### src/rtl/cp0_int_ctrl_pkg.sv
// cp0_pkg: shared constants for the CP0 exception/interrupt controller.
// Register numbers, ExcCode values, SR/Cause field positions and the
// handler entry address exported to the next-PC logic.
package cp0_pkg;

  localparam int INT_NUM = 6;

  localparam logic [31:0] HANDLER_ADDR = 32'h0000_4180;

  localparam logic [4:0] REG_SR    = 5'd12;
  localparam logic [4:0] REG_CAUSE = 5'd13;
  localparam logic [4:0] REG_EPC   = 5'd14;
  localparam logic [4:0] REG_PRID  = 5'd15;

  localparam logic [4:0] EXC_INT  = 5'd0;
  localparam logic [4:0] EXC_ADEL = 5'd4;
  localparam logic [4:0] EXC_ADES = 5'd5;
  localparam logic [4:0] EXC_RI   = 5'd10;
  localparam logic [4:0] EXC_OV   = 5'd12;

  localparam int SR_IE    = 0;
  localparam int SR_EXL   = 1;
  localparam int SR_IM_LO = 10;
  localparam int SR_IM_HI = SR_IM_LO + INT_NUM - 1;

  localparam int CAUSE_EXC_LO = 2;
  localparam int CAUSE_EXC_HI = 6;
  localparam int CAUSE_IP_LO  = 10;
  localparam int CAUSE_IP_HI  = CAUSE_IP_LO + INT_NUM - 1;
  localparam int CAUSE_BD     = 31;

  // EXL doubles as the controller state: outside or inside a handler.
  typedef enum logic {
    ST_NORMAL  = 1'b0,
    ST_HANDLER = 1'b1
  } exl_state_e;

endpackage

### src/rtl/cp0_int_ctrl_if.sv
// cp0_int_ctrl_if: M-stage pipeline-side bundle of the CP0 controller.
// The pipeline is the master; the controller connects through the slave modport.
interface cp0_int_ctrl_if;
  import cp0_pkg::*;

  logic [4:0]         cp0_addr;
  logic               cp0_we;
  logic [31:0]        cp0_wdata;
  logic [31:0]        pc_m;
  logic               bd_m;
  logic [4:0]         exc_code_m;
  logic [INT_NUM-1:0] hw_int;
  logic               eret_m;
  logic [31:0]        cp0_rdata;
  logic [31:0]        epc_out;
  logic               int_req;

  modport master (
    output cp0_addr, cp0_we, cp0_wdata, pc_m, bd_m, exc_code_m, hw_int, eret_m,
    input  cp0_rdata, epc_out, int_req
  );

  modport slave (
    input  cp0_addr, cp0_we, cp0_wdata, pc_m, bd_m, exc_code_m, hw_int, eret_m,
    output cp0_rdata, epc_out, int_req
  );

endinterface

### src/rtl/cp0_int_ctrl_arb.sv
// cp0_int_arb: combinational interrupt masking and exception priority.
// Interrupts win over M-stage exceptions; eret and EXL block everything.
module cp0_int_arb
  import cp0_pkg::*;
(
  input  logic [INT_NUM-1:0] hw_int_i,
  input  logic [INT_NUM-1:0] sr_im_i,
  input  logic               sr_ie_i,
  input  logic               sr_exl_i,
  input  logic               eret_i,
  input  logic [4:0]         exc_code_i,
  output logic               int_req_o,
  output logic [4:0]         exc_sel_o
);

  logic irq;

  assign irq       = (|(hw_int_i & sr_im_i)) & sr_ie_i & ~sr_exl_i;
  assign int_req_o = ~eret_i & ~sr_exl_i & (irq | (exc_code_i != 5'd0));
  assign exc_sel_o = irq ? EXC_INT : exc_code_i;

endmodule

### src/rtl/cp0_int_ctrl.sv
// cp0_int_ctrl: CP0 SR/Cause/EPC/PRId registers, mtc0 write path, mfc0 read
// mux and eret EPC bypass. Optional macro CP0_BD_EN enables branch-delay
// tracking (Cause.BD and EPC rewound to the branch).
module cp0_int_ctrl
  import cp0_pkg::*;
#(
  parameter logic [31:0] PRID = 32'h2021_0707
) (
  input  logic           clk,
  input  logic           reset,
  cp0_int_ctrl_if.slave  bus
);

  exl_state_e         state_q, state_d;
  logic [INT_NUM-1:0] im_q, im_d;
  logic               ie_q, ie_d;
  logic [INT_NUM-1:0] ip_q;
  logic [4:0]         exc_q, exc_d;
  logic [31:0]        epc_q, epc_d;
  logic [31:0]        epc_src;
  logic               cause_bd;
  logic               exl;
  logic               int_req;
  logic [4:0]         exc_sel;
  logic               sr_wr;
  logic               epc_wr;
  logic [31:0]        rdata;
  logic               unused_bits;

  assign exl = (state_q == ST_HANDLER);

  cp0_int_arb u_arb (
    .hw_int_i   (bus.hw_int),
    .sr_im_i    (im_q),
    .sr_ie_i    (ie_q),
    .sr_exl_i   (exl),
    .eret_i     (bus.eret_m),
    .exc_code_i (bus.exc_code_m),
    .int_req_o  (int_req),
    .exc_sel_o  (exc_sel)
  );

  // A faulting instruction must not commit its mtc0.
  assign sr_wr  = bus.cp0_we & ~int_req & (bus.cp0_addr == REG_SR);
  assign epc_wr = bus.cp0_we & ~int_req & (bus.cp0_addr == REG_EPC);

`ifdef CP0_BD_EN
  logic bd_q;

  assign epc_src  = bus.bd_m ? (bus.pc_m - 32'd4) : bus.pc_m;
  assign cause_bd = bd_q;

  // Cause.BD latches the delay-slot flag of the excepting instruction.
  always_ff @(posedge clk or posedge reset) begin
    if (reset) bd_q <= 1'b0;
    else if (int_req) bd_q <= bus.bd_m;
  end
`else
  logic unused_bd_m;

  assign epc_src     = bus.pc_m;
  assign cause_bd    = 1'b0;
  assign unused_bd_m = bus.bd_m;
`endif

  assign unused_bits = ^{epc_src[1:0], bus.cp0_wdata[31:16], bus.cp0_wdata[9:2]};

  // Next-state: exception entry has priority over mtc0 writes and eret.
  always_comb begin
    state_d = state_q;
    im_d    = im_q;
    ie_d    = ie_q;
    exc_d   = exc_q;
    epc_d   = epc_q;
    if (int_req) begin
      state_d = ST_HANDLER;
      exc_d   = exc_sel;
      epc_d   = {epc_src[31:2], 2'b00};
    end else begin
      if (sr_wr) begin
        im_d    = bus.cp0_wdata[SR_IM_HI:SR_IM_LO];
        ie_d    = bus.cp0_wdata[SR_IE];
        state_d = exl_state_e'(bus.cp0_wdata[SR_EXL]);
      end
      if (epc_wr) epc_d = bus.cp0_wdata;
      if (bus.eret_m) state_d = ST_NORMAL;
    end
  end

  // Architectural register update; Cause.IP samples the raw lines every edge.
  always_ff @(posedge clk or posedge reset) begin
    if (reset) begin
      state_q <= ST_NORMAL;
      im_q    <= '0;
      ie_q    <= 1'b0;
      ip_q    <= '0;
      exc_q   <= '0;
      epc_q   <= '0;
    end else begin
      state_q <= state_d;
      im_q    <= im_d;
      ie_q    <= ie_d;
      ip_q    <= bus.hw_int;
      exc_q   <= exc_d;
      epc_q   <= epc_d;
    end
  end

  // mfc0 read mux; unimplemented fields and addresses read as zero.
  always_comb begin
    rdata = '0;
    case (bus.cp0_addr)
      REG_SR: begin
        rdata[SR_IM_HI:SR_IM_LO] = im_q;
        rdata[SR_EXL]            = exl;
        rdata[SR_IE]             = ie_q;
      end
      REG_CAUSE: begin
        rdata[CAUSE_BD]                  = cause_bd;
        rdata[CAUSE_IP_HI:CAUSE_IP_LO]   = ip_q;
        rdata[CAUSE_EXC_HI:CAUSE_EXC_LO] = exc_q;
      end
      REG_EPC:  rdata = epc_q;
      REG_PRID: rdata = PRID;
      default:  rdata = '0;
    endcase
  end

  assign bus.cp0_rdata = rdata;
  assign bus.int_req   = int_req;
  // An mtc0 EPC in flight alongside eret must redirect to the new value.
  assign bus.epc_out   = (bus.cp0_we && bus.cp0_addr == REG_EPC) ? bus.cp0_wdata : epc_q;

endmodule

### src/flat_wrapper.sv
// flat-port wrapper written by rule: the top's interface ports become plain ports
module cp0_int_ctrl_flat import cp0_pkg::*;
#(
  parameter logic [31:0] PRID = 32'h2021_0707
)
  (clk, reset, bus_cp0_addr, bus_cp0_we, bus_cp0_wdata, bus_pc_m, bus_bd_m, bus_exc_code_m, bus_hw_int, bus_eret_m, bus_cp0_rdata, bus_epc_out, bus_int_req);
  cp0_int_ctrl_if bus_i ();
  input  logic clk;
  input  logic reset;
  input wire logic [$bits(bus_i.cp0_addr)-1:0] bus_cp0_addr;
  input wire logic [$bits(bus_i.cp0_we)-1:0] bus_cp0_we;
  input wire logic [$bits(bus_i.cp0_wdata)-1:0] bus_cp0_wdata;
  input wire logic [$bits(bus_i.pc_m)-1:0] bus_pc_m;
  input wire logic [$bits(bus_i.bd_m)-1:0] bus_bd_m;
  input wire logic [$bits(bus_i.exc_code_m)-1:0] bus_exc_code_m;
  input wire logic [$bits(bus_i.hw_int)-1:0] bus_hw_int;
  input wire logic [$bits(bus_i.eret_m)-1:0] bus_eret_m;
  output wire logic [$bits(bus_i.cp0_rdata)-1:0] bus_cp0_rdata;
  output wire logic [$bits(bus_i.epc_out)-1:0] bus_epc_out;
  output wire logic [$bits(bus_i.int_req)-1:0] bus_int_req;
  assign bus_i.cp0_addr = bus_cp0_addr;
  assign bus_i.cp0_we = bus_cp0_we;
  assign bus_i.cp0_wdata = bus_cp0_wdata;
  assign bus_i.pc_m = bus_pc_m;
  assign bus_i.bd_m = bus_bd_m;
  assign bus_i.exc_code_m = bus_exc_code_m;
  assign bus_i.hw_int = bus_hw_int;
  assign bus_i.eret_m = bus_eret_m;
  assign bus_cp0_rdata = bus_i.cp0_rdata;
  assign bus_epc_out = bus_i.epc_out;
  assign bus_int_req = bus_i.int_req;
  cp0_int_ctrl #(.PRID(PRID)) u_core (.clk(clk), .reset(reset), .bus(bus_i));
endmodule
### config.mk
export PLATFORM = sky130hd
export DESIGN_NAME = cp0_int_ctrl_flat
export DESIGN_NICKNAME = d
export VERILOG_FILES = /design/src/rtl/cp0_int_ctrl_pkg.sv /design/src/rtl/cp0_int_ctrl_if.sv /design/src/rtl/cp0_int_ctrl_arb.sv /design/src/rtl/cp0_int_ctrl.sv /design/src/flat_wrapper.sv
export SDC_FILE = /design/constraint.sdc
export NUM_CORES = 1
export LEC_CHECK = 0
export BUFFER_PORTS_ARGS = -buffer_cell sky130_fd_sc_hd__clkbuf_2
export CORE_MARGIN = 2
export CORE_UTILIZATION = 30
export CTS_BUF_LIST = sky130_fd_sc_hd__clkbuf_4 sky130_fd_sc_hd__clkbuf_8 sky130_fd_sc_hd__clkbuf_16
export DETAILED_ROUTE_END_ITERATION = 16
export HOLD_SLACK_MARGIN = 0.03
export PLACE_DENSITY_LB_ADDON = 0.12
export SYNTH_ARGS = -nofsm -noshare
export SYNTH_HDL_FRONTEND = slang
export SYNTH_SLANG_ARGS = --single-unit
export TNS_END_PERCENT = 5
### constraint.sdc
create_clock -name clk -period 2.6 [get_ports clk]
set_input_delay 0.13 -clock clk [delete_from_list [all_inputs] [get_ports clk]]
set_output_delay 0.13 -clock clk [all_outputs]
set_load 0.01 [all_outputs]
==> run summary, run 1 <==
Outcome - completed
Row cnt - 35
CP max FO - 16
Top post-synthesis cells by area - dfrtp_1 45%, mux2_2 16%, mux2_4 14%
Largest net degree at the start of global routing - 33
Synth Area in XOR/XNOR - 0
Reg-to-Reg Start - u_core.im_q[2]
Crit start category - primary input
Area occupied by multi-input gates - 0.00148 mm2
Nets - 474
I/O Buffers - 146
Area fraction of the dominant cell type after synthesis - 0.445
Gr usage total - 0.159
EDFF count, synth - 0
H-tree levels - 2
Placed Cells - 497
Tcrit/Tclk final - 0.920
Violation count after the first detailed-route iteration - 29
Seq cells post-synth - 51
Async set-reset flop share out of synthesis - 1.00
DIE AREA - 0.0104 mm2
CTS Root Cell - clkbuf_8
RSZ-0062 raised after global routing - false
Core region area - 0.00924 mm2
P per Cell Area - 626 mW/mm2
Deepest clock path buffer count - 2
CP Capture Type - output port
Reg area - 0.00128 mm2
DRT antenna net count - 0
VDD IR max - 0.000243 V
FF-to-FF path depth - 5
Synthesized area - 0.00287 mm2
Pleak - 0.00206 uW
CTS Hold Bufs - 13
Vias/cell - 4.56
Drt wl/cell - 15.6 um
Slew headroom - 0.645
Die width - 102 um
Multiplexer share of the synthesized area - 0.329
Clock Sinks - 51
Num CTS Buffers - 5
Worst reg2reg endpoint - u_core.epc_q[24]
Number of gates resized after cts - 0
Main combinational cell family by area after synthesis - multiplexers
Fillers - 915
First-pass GRT wire length - 12,600 um
Via count - 2,366
HP Class - in2reg
Post-synthesis cell type count - 32
DRC viols - 0
Vias in the first global route - 2,408
Cells after Synth - 229
Antenna cells - 0
Post-synth top flop - dfrtp_1
Initial antenna violation count - 0
Clock Skew - 14.3 ps
Setup crit end - bus_int_req
Detail Placement HPWL - 5950 um
Most common cell in the synthesized netlist - dfrtp_1
Setup TNS - 0 ps
Peak Freq - 418 MHz
Simple-gate portion of the synthesized area - 0.106
Worst Path Arrival - 2260 ps
Yosys warns - 0
GRT Residual Overflow - 0
Starting Density - 0.310
Placer Congestion - 0.760
Worst slack, placed - 437 ps
I/O Pins - 150
Flop2flop setup slack - 460 ps
# Max-Cap Violations - 0
Synth area leader - dfrtp_1
Post-synthesis average cell area - 12.5 um2
Compound-Gate Fraction of Synth Area - 0.0794
Fin. Hold Viols - 0
CP Data Required Time - 2470 ps
Critical path class - in2out
Final WS setup - 208 ps
Post-Syn Nets - 314
Max-slew violation count - 0
TritonCTS clock tree - yes
Tmin final - 2390 ps
Post-CTS Setup Bufs - 0
Layout cells sized above 1 - 0.608
Final WL - 8120 um
Pre-antenna DRT Iters - 4
Die Y - 102 um
Worst-path clk slew - 110 ps
Adder-cell share of the synthesized area - 0
Endpoints failing setup - 0
CP Launch Point - bus_hw_int[2]
Actual slew at the worst max-slew pin - 532 ps
Clk_lat worst skew - 310 ps
Commonest cells post-synth - 51 x dfrtp_1, 42 x mux2_2, 27 x nor2_1, 26 x mux2_4, 14 x and3_1
Area delta synth->final - 38.7%
Fin cells - 519
Register area share after synthesis - 0.445
[through the flow]
step	hold WS, ps	util	power [uW]	instance area (um2)
2_1_floorplan	161	-	1620	2870
3_3_place_gp	153	0.403	1920	3730
3_5_place_dp	152	0.403	1930	3730
4_1_cts	30.2	0.430	2520	3970
5_1_grt	33.9	0.431	2650	3980
6_report	43.1	0.431	2490	3980
[logic make-up after synthesis]
family,Yosys count
buffers and inverters,18
and+or+nand+nor,56
muxes,76
AOI/OAI and AO/OA,28
DFF,51
[area by class of cell]
| type | count | area share |
|---|---|---|
| Multi-Input combinational cell | 160 | 0.371 |
| Timing Repair Buffer | 167 | 0.235 |
| Clock buffer | 5 | 0.0173 |
| Sequential cell | 51 | 0.321 |
| Clock inverter | 3 | 0.0110 |
| Inverter | 4 | 0.00377 |
| Tap cell | 129 | 0.0406 |
[layout by cell type (no fill, tap or decap), types with 2 or more instances in the layout]
| master | synthesis | layout |
|---|---|---|
| clkbuf_2 | 0 | 146 |
| dfrtp_1 | 51 | 51 |
| mux2_2 | 42 | 42 |
| nor2_1 | 27 | 27 |
| mux2_4 | 26 | 26 |
| and3_1 | 14 | 14 |
| dlygate4sd3_1 | 0 | 14 |
| a21oi_1 | 8 | 8 |
| mux2i_1 | 7 | 7 |
| buf_4 | 0 | 6 |
| a32o_1 | 5 | 5 |
| clkbuf_8 | 0 | 5 |
| a22oi_1 | 4 | 4 |
| a22o_1 | 3 | 3 |
| inv_1 | 4 | 3 |
| o21ai_0 | 3 | 3 |
| nand2_1 | 3 | 3 |
| nand3_1 | 2 | 2 |
| nor2b_1 | 2 | 2 |
[power by group]
| group | switching [uW] | total [uW] | internal [uW] | leakage, uW |
|---|---|---|---|---|
| Clock | 281 | 568 | 287 | 0.0000581 |
| Sequential | 95.4 | 1060 | 961 | 0.000613 |
| Combinational | 379 | 866 | 487 | 0.00139 |
| Total | 755 | 2490 | 1740 | 0.00206 |
[worst min-delay path by stage]
stage | from | to | slack, ps | cells after the start
floorplan | bus_hw_int[0] | u_core.ip_q[0] | 160 | 0
detailed placement | reset | u_core.epc_q[19] | 150 | 2
global placement | reset | u_core.epc_q[13] | 150 | 2
global route | bus_pc_m[22] | u_core.epc_q[22] | 30 | 2
CTS | bus_pc_m[13] | u_core.epc_q[13] | 30 | 2
finish | bus_pc_m[17] | u_core.epc_q[17] | 40 | 2
[registers in the layout, indices dropped and copies added (netlist names)]
signal	cells
u_core.epc_q	32
u_core.im_q	6
u_core.ip_q	6
u_core.exc_q	5
u_core.exl	1
u_core.ie_q	1
[metal layers]
metal	share of wire	vias to the layer above	track usage
li1	-	1150	-
met1	0.44	1107	0.210
met2	0.47	100	0.257
met3	0.082	9	0.0442
met4	0.013	0	0.0395
met5	0	-	0
[worst max-delay path, cell delays in order]
cell and delay (ps):
dlygate4sd3_1 530, clkbuf_2 120, a22o_1 270, o311ai_4 470, nand2_4 310, buf_4 280, clkbuf_2 130
Power figures use the tool's default switching activity.
==> run 2: changes to the inputs <==
- RECOVER_POWER: default -> 25
- clock period: 2.6 -> 2.9 ns (I/O delays scaled with it)
==> run summary, run 2 (synthesized netlist as in run 1, its figures left out) <==
Outcome - finished with violations (was completed)
Failing checks - capacitance limit
Drt wl/cell - 16.2 um (was 15.6 um)
Clk_lat worst skew - 300 ps (was 310 ps)
Detail Placement HPWL - 5870 um (was 5950 um)
CTS Root Cell - clkbuf_8 (unchanged)
Worst Path Arrival - 2350 ps (was 2260 ps)
HP Class - in2reg (unchanged)
First-pass GRT wire length - 12,700 um (was 12,600 um)
DRT antenna net count - 0 (unchanged)
CP Data Required Time - 2760 ps (was 2470 ps)
Fin. Hold Viols - 0 (unchanged)
Core region area - 0.00924 mm2 (unchanged)
Pre-antenna DRT Iters - 4 (unchanged)
Layout cells sized above 1 - 0.597 (was 0.608)
Crit start category - primary input (unchanged)
CP Cell Sequence - dlygate4sd3_1 > clkbuf_1 > a22o_1 > o311ai_4 > nand2_4 > clkbuf_2 (was dlygate4sd3_1 > clkbuf_2 > a22o_1 > o311ai_4 > nand2_4 > buf_4 > clkbuf_2)
Fin cells - 511 (was 519)
Number of buffers and inverters on the critical path - 3 (was 4)
Max-slew violation count - 0 (unchanged)
Violation count after the first detailed-route iteration - 40 (was 29)
Die width - 102 um (unchanged)
Final WL - 8280 um (was 8120 um)
Worst-path clk slew - 100 ps (was 110 ps)
Kind of cell adding the most delay to the critical path - buffers and inverters (unchanged)
Core Util, Final - 0.423 (was 0.431)
Peak Freq - 401 MHz
Worst slack, placed - 705 ps (was 437 ps)
H-tree levels - 2 (unchanged)
Die Y - 102 um (unchanged)
GRT Residual Overflow - 0 (unchanged)
Endpoints failing setup - 0 (unchanged)
CP max-delay cell - dlygate4sd3_1 (unchanged)
Reg with most FFs - u_core.epc_q (unchanged)
CP max FO - 34 (was 16)
I/O Buffers - 146 (unchanged)
Largest stage delay, worst path - 540 ps (was 530 ps)
DRC viols - 0 (unchanged)
Deepest clock path buffer count - 2 (unchanged)
Vias in the first global route - 2,456 (was 2,408)
Max FFs per register - 32 (unchanged)
Starting Density - 0.310 (unchanged)
Vias/cell - 4.64 (was 4.56)
Most frequent cells in the layout - 140 x clkbuf_2, 51 x dfrtp_1, 42 x mux2_2, 27 x nor2_1, 26 x mux2_4 (was 146 x clkbuf_2, 51 x dfrtp_1, 42 x mux2_2, 27 x nor2_1, 26 x mux2_4)
Largest regs - u_core.epc_q (32), u_core.im_q (6), u_core.ip_q (6) (unchanged)
Gr usage total - 0.160 (was 0.159)
Critical path class - in2out (unchanged)
Tcrit/Tclk final - 0.859
Final WS setup - 408 ps (was 208 ps)
Slew headroom - 0.0153 (was 0.645)
Commonest non-fill, non-tap cell in the layout - clkbuf_2 (unchanged)
Initial antenna violation count - 0 (unchanged)
Num CTS Buffers - 5 (unchanged)
Tmin final - 2490 ps
Largest net degree at the start of global routing - 38 (was 33)
DIE AREA - 0.0104 mm2 (unchanged)
TritonCTS clock tree - yes (unchanged)
Clock Skew - 10.6 ps (was 14.3 ps)
CP Capture Type - output port (unchanged)
Antenna cells - 0 (unchanged)
RSZ-0062 raised after global routing - false (unchanged)
Actual slew at the worst max-slew pin - 1480 ps (was 532 ps)
I/O Pins - 150 (unchanged)
Row cnt - 35 (unchanged)
Clock Sinks - 51 (unchanged)
Via count - 2,373 (was 2,366)
P per Cell Area - 591 mW/mm2 (was 626 mW/mm2)
VDD IR max - 0.000320 V (was 0.000243 V)
Area delta synth->final - 36.3% (was 38.7%)
Fillers - 933 (was 915)
Placer Congestion - 0.756 (was 0.760)
# Max-Cap Violations - 1 (was 0)
Setup TNS - 0 ps (unchanged)
Pleak - 0.00201 uW (was 0.00206 uW)
Nets - 466 (was 474)
Placed Cells - 495 (was 497)
## run 2: worst register-to-register path, stage by stage, from the launching register on
cell      delay (ps)
dfrtp_1          420
a22o_1           260
o311ai_4         480
nand2_4          470
mux2_4           470
## run 2: repair_timing
| action | in CTS | in global routing |
|---|---|---|
| buffers inserted | 0 | 0 |
| hold buffers | 8 | 0 |
| endpoints found under the hold margin | 42 | 0 |
| resized for setup | 0 | 0 |
## run 2: final cells by class
| class | count | area, um2 | area share |
|---|---|---|---|
| multi-input combinational | 160 | 1480 | 0.378 |
| sequential | 51 | 1280 | 0.327 |
| timing repair buffer | 159 | 841 | 0.215 |
| tap | 129 | 161 | 0.0413 |
| clock buffer | 5 | 68.8 | 0.0176 |
| clock inverter | 3 | 67.6 | 0.0173 |
| inverter | 4 | 15.0 | 0.00384 |
## run 2: through the flow
stage	power (uW)	hold WS, ps	cell area [um2]
floorplan	1460	176	2870
CTS	2350	45.5	3920
global placement	1720	280	3700
detailed placement	1730	283	3700
global route	2450	46.8	3910
finish	2310	60.3	3910
## run 2: routing by layer
metal	GRT usage	wire (um)	up-vias
met5	0	0	-
met4	0.0364	34	0
met3	0.0462	628	2
met2	0.263	3860	96
met1	0.210	3760	1141
li1	-	-	1134
## run 2: path summary, 6_finish.rpt
path / slack, ps / to / startpoint / depth (start not counted)
worst max-delay path: 410 / bus_int_req / bus_hw_int[2] / 6
worst min-delay path: 60 / u_core.epc_q[12] / bus_pc_m[12] / 2
worst max register to register: 690 / u_core.epc_q[18] / u_core.im_q[2] / 4
worst min register to register: 540 / u_core.exc_q[2] / u_core.exc_q[2] / 1
max in group asynchronous: 1220 / u_core.exc_q[0] / reset / 4
min in group asynchronous: 810 / u_core.epc_q[11] / reset / 3
## run 2: power by group
group	internal, uW	total [uW]	switching, uW
logic	425	767	342
registers	861	946	85.0
clock network	344	595	250
==> run 3: changes to the inputs <==
- HOLD_SLACK_MARGIN: 0.03 -> 0.05
- clock period: 2.9 -> 2.7 ns (I/O delays scaled with it)
==> run summary, run 3 (synthesized netlist as in run 1, its figures left out) <==
Drt wl/cell - 15.6 um (was 16.2 um)
CP Capture Type - output port (unchanged)
Die width - 102 um (unchanged)
CP Data Required Time - 2570 ps (was 2760 ps)
Flop2flop setup slack - 490 ps (was 690 ps)
Fin. Hold Viols - 0 (unchanged)
Antenna cells - 0 (unchanged)
Clock Skew - 13.9 ps (was 10.6 ps)
Reg with most FFs - u_core.epc_q (unchanged)
Most frequent cells in the layout - 141 x clkbuf_2, 51 x dfrtp_1, 42 x mux2_2, 34 x dlygate4sd3_1, 27 x nor2_1 (was 140 x clkbuf_2, 51 x dfrtp_1, 42 x mux2_2, 27 x nor2_1, 26 x mux2_4)
DRT antenna net count - 0 (unchanged)
Clock Sinks - 51 (unchanged)
TritonCTS clock tree - yes (unchanged)
Deepest clock path buffer count - 2 (unchanged)
Psw - 734 uW (was 677 uW)
Fillers - 898 (was 933)
Comb pwr share - 0.365 (was 0.332)
Worst Path Arrival - 2310 ps (was 2350 ps)
VDD IR max - 0.000233 V (was 0.000320 V)
I/O Pins - 150 (unchanged)
Gr usage total - 0.159 (was 0.160)
Placer Congestion - 0.750 (was 0.756)
Max FFs per register - 32 (unchanged)
Die Y - 102 um (unchanged)
WHS - 61.8 ps (was 60.3 ps)
Core region area - 0.00924 mm2 (unchanged)
I/O Buffers - 146 (unchanged)
Max-slew violation count - 0 (unchanged)
Detail Placement HPWL - 5640 um (was 5870 um)
Critical path class - in2out (unchanged)
Commonest non-fill, non-tap cell in the layout - clkbuf_2 (unchanged)
Kind of cell adding the most delay to the critical path - buffers and inverters (unchanged)
Initial antenna violation count - 0 (unchanged)
Peak Freq - 409 MHz
Outcome - completed (was finished with violations)
Via count - 2,482 (was 2,373)
# Max-Cap Violations - 0 (was 1)
Post-CTS Setup Bufs - 0 (unchanged)
Clk pwr share - 0.200 (was 0.258)
CP Cell Sequence - dlygate4sd3_1 > clkbuf_1 > a22o_1 > o311ai_4 > nand2_4 > clkbuf_2 (unchanged)
CP max FO - 34 (unchanged)
Sw Ratio - 0.315 (was 0.294)
FF-to-FF path depth - 4 (unchanged)
Setup TNS - 0 ps (unchanged)
First-pass GRT wire length - 12,600 um (was 12,700 um)
RSZ-0062 raised after global routing - false (unchanged)
Worst hold path startpoint - bus_cp0_wdata[0] (was bus_pc_m[12])
Crit start category - primary input (unchanged)
Pre-antenna DRT Iters - 4 (unchanged)
Hold Path Stages - 2 (unchanged)
HP Class - in2reg (unchanged)
Largest stage delay, worst path - 540 ps (about the same)
Hold EP - u_core.ie_q (was u_core.epc_q[12])
DIE AREA - 0.0104 mm2 (unchanged)
Violation count after the first detailed-route iteration - 64 (was 40)
Slew headroom - 0.113 (was 0.0153)
Area delta synth->final - 43.3% (was 36.3%)
Actual slew at the worst max-slew pin - 1330 ps (was 1480 ps)
Clk_lat worst skew - 310 ps (was 300 ps)
Largest regs - u_core.epc_q (32), u_core.im_q (6), u_core.ip_q (6) (unchanged)
Layout cells sized above 1 - 0.558 (was 0.597)
Reg power frac - 0.435 (was 0.410)
CP max-delay cell - dlygate4sd3_1 (unchanged)
Vias in the first global route - 2,451 (was 2,456)
Reg area - 0.00128 mm2 (unchanged)
Nets - 491 (was 466)
Reg-to-Reg Start - u_core.im_q[2] (unchanged)
GRT Residual Overflow - 0 (unchanged)
Tmin final - 2450 ps
Number of buffers and inverters on the critical path - 3 (unchanged)
Cell-internal power - 1600 uW (was 1630 uW)
Pleak - 0.00210 uW (was 0.00201 uW)
Final WL - 8340 um (was 8280 um)
Area occupied by multi-input gates - 0.00148 mm2 (unchanged)
Row cnt - 35 (unchanged)
CTS Root Cell - clkbuf_8 (unchanged)
Tcrit/Tclk final - 0.906
Worst reg2reg endpoint - u_core.epc_q[25] (was u_core.epc_q[18])
Largest net degree at the start of global routing - 52 (was 38)
Num CTS Buffers - 5 (unchanged)
H-tree levels - 2 (unchanged)
Starting Density - 0.310 (unchanged)
P per Cell Area - 567 mW/mm2 (was 591 mW/mm2)
Endpoints failing setup - 0 (unchanged)
Vias/cell - 4.63 (was 4.64)
DRC viols - 0 (unchanged)
Worst-path clk slew - 110 ps (was 100 ps)
run 3: changes by cell type in the layout (fill, tap and decap cells not counted), sizes merged:
cell and change:
buf -2, clkbuf +2, dlygate4sd3 +26, bufinv -2, clkinv +1
run 3: how the worst max path moves through the flow:
stage / start / to / depth (start not counted)
floorplan: u_core.im_q[2] / u_core.epc_q[10] / 5
global placement: u_core.im_q[2] / u_core.epc_q[27] / 4
detailed placement: u_core.im_q[2] / u_core.epc_q[2] / 4
CTS: bus_hw_int[2] / bus_int_req / 6
global route: bus_hw_int[2] / bus_int_req / 6
finish: bus_hw_int[2] / bus_int_req / 6
run 3: power groups by stage:
stage | Sequential (uW) | Combinational [uW] | Clock [uW]
after global routing | 1040 | 925 | 522
after floorplan | 997 | 567 | 0
after global placement | 1030 | 816 | 0
after CTS | 1010 | 857 | 487
after detailed placement | 1030 | 821 | 0
final | 1010 | 850 | 467
run 3: routing by layer:
| layer | GRT usage | routed length, um |
|---|---|---|
| met5 | 0 | 0 |
| met4 | 0.0343 | 59 |
| met3 | 0.0442 | 629 |
| met2 | 0.254 | 3880 |
| met1 | 0.215 | 3780 |
run 3: worst reg2reg max path, cell delays in order (launching register included):
cell and delay (ps):
dfrtp_1 420, a22o_1 270, o311ai_4 480, nand2_4 470, mux2_4 450
run 3: final cells by class:
cell class | count | share of cell area
multi-input combinational | 160 | 0.360
sequential | 51 | 0.311
timing repair buffer | 184 | 0.265
tap | 129 | 0.0393
clock buffer | 6 | 0.0186
inverter | 4 | 0.00365
clock inverter | 2 | 0.00304
run 3: stage by stage:
step	instance area [um2]	cells	setup slack, ps	utilization	power, uW
2_1_floorplan	2870	229	945	-	1560
3_5_place_dp	3690	494	494	0.399	1850
5_1_grt	4110	536	155	0.445	2480
6_report	4110	536	254	0.445	2330
4_1_cts	4060	530	241	0.439	2360
3_3_place_gp	3690	494	509	0.399	1840
run 3: repair_timing:
action / in CTS / in global routing
hold buffers: 28 / 6
hold endpoints to repair: 78 / 6
resized for setup: 0 / 0
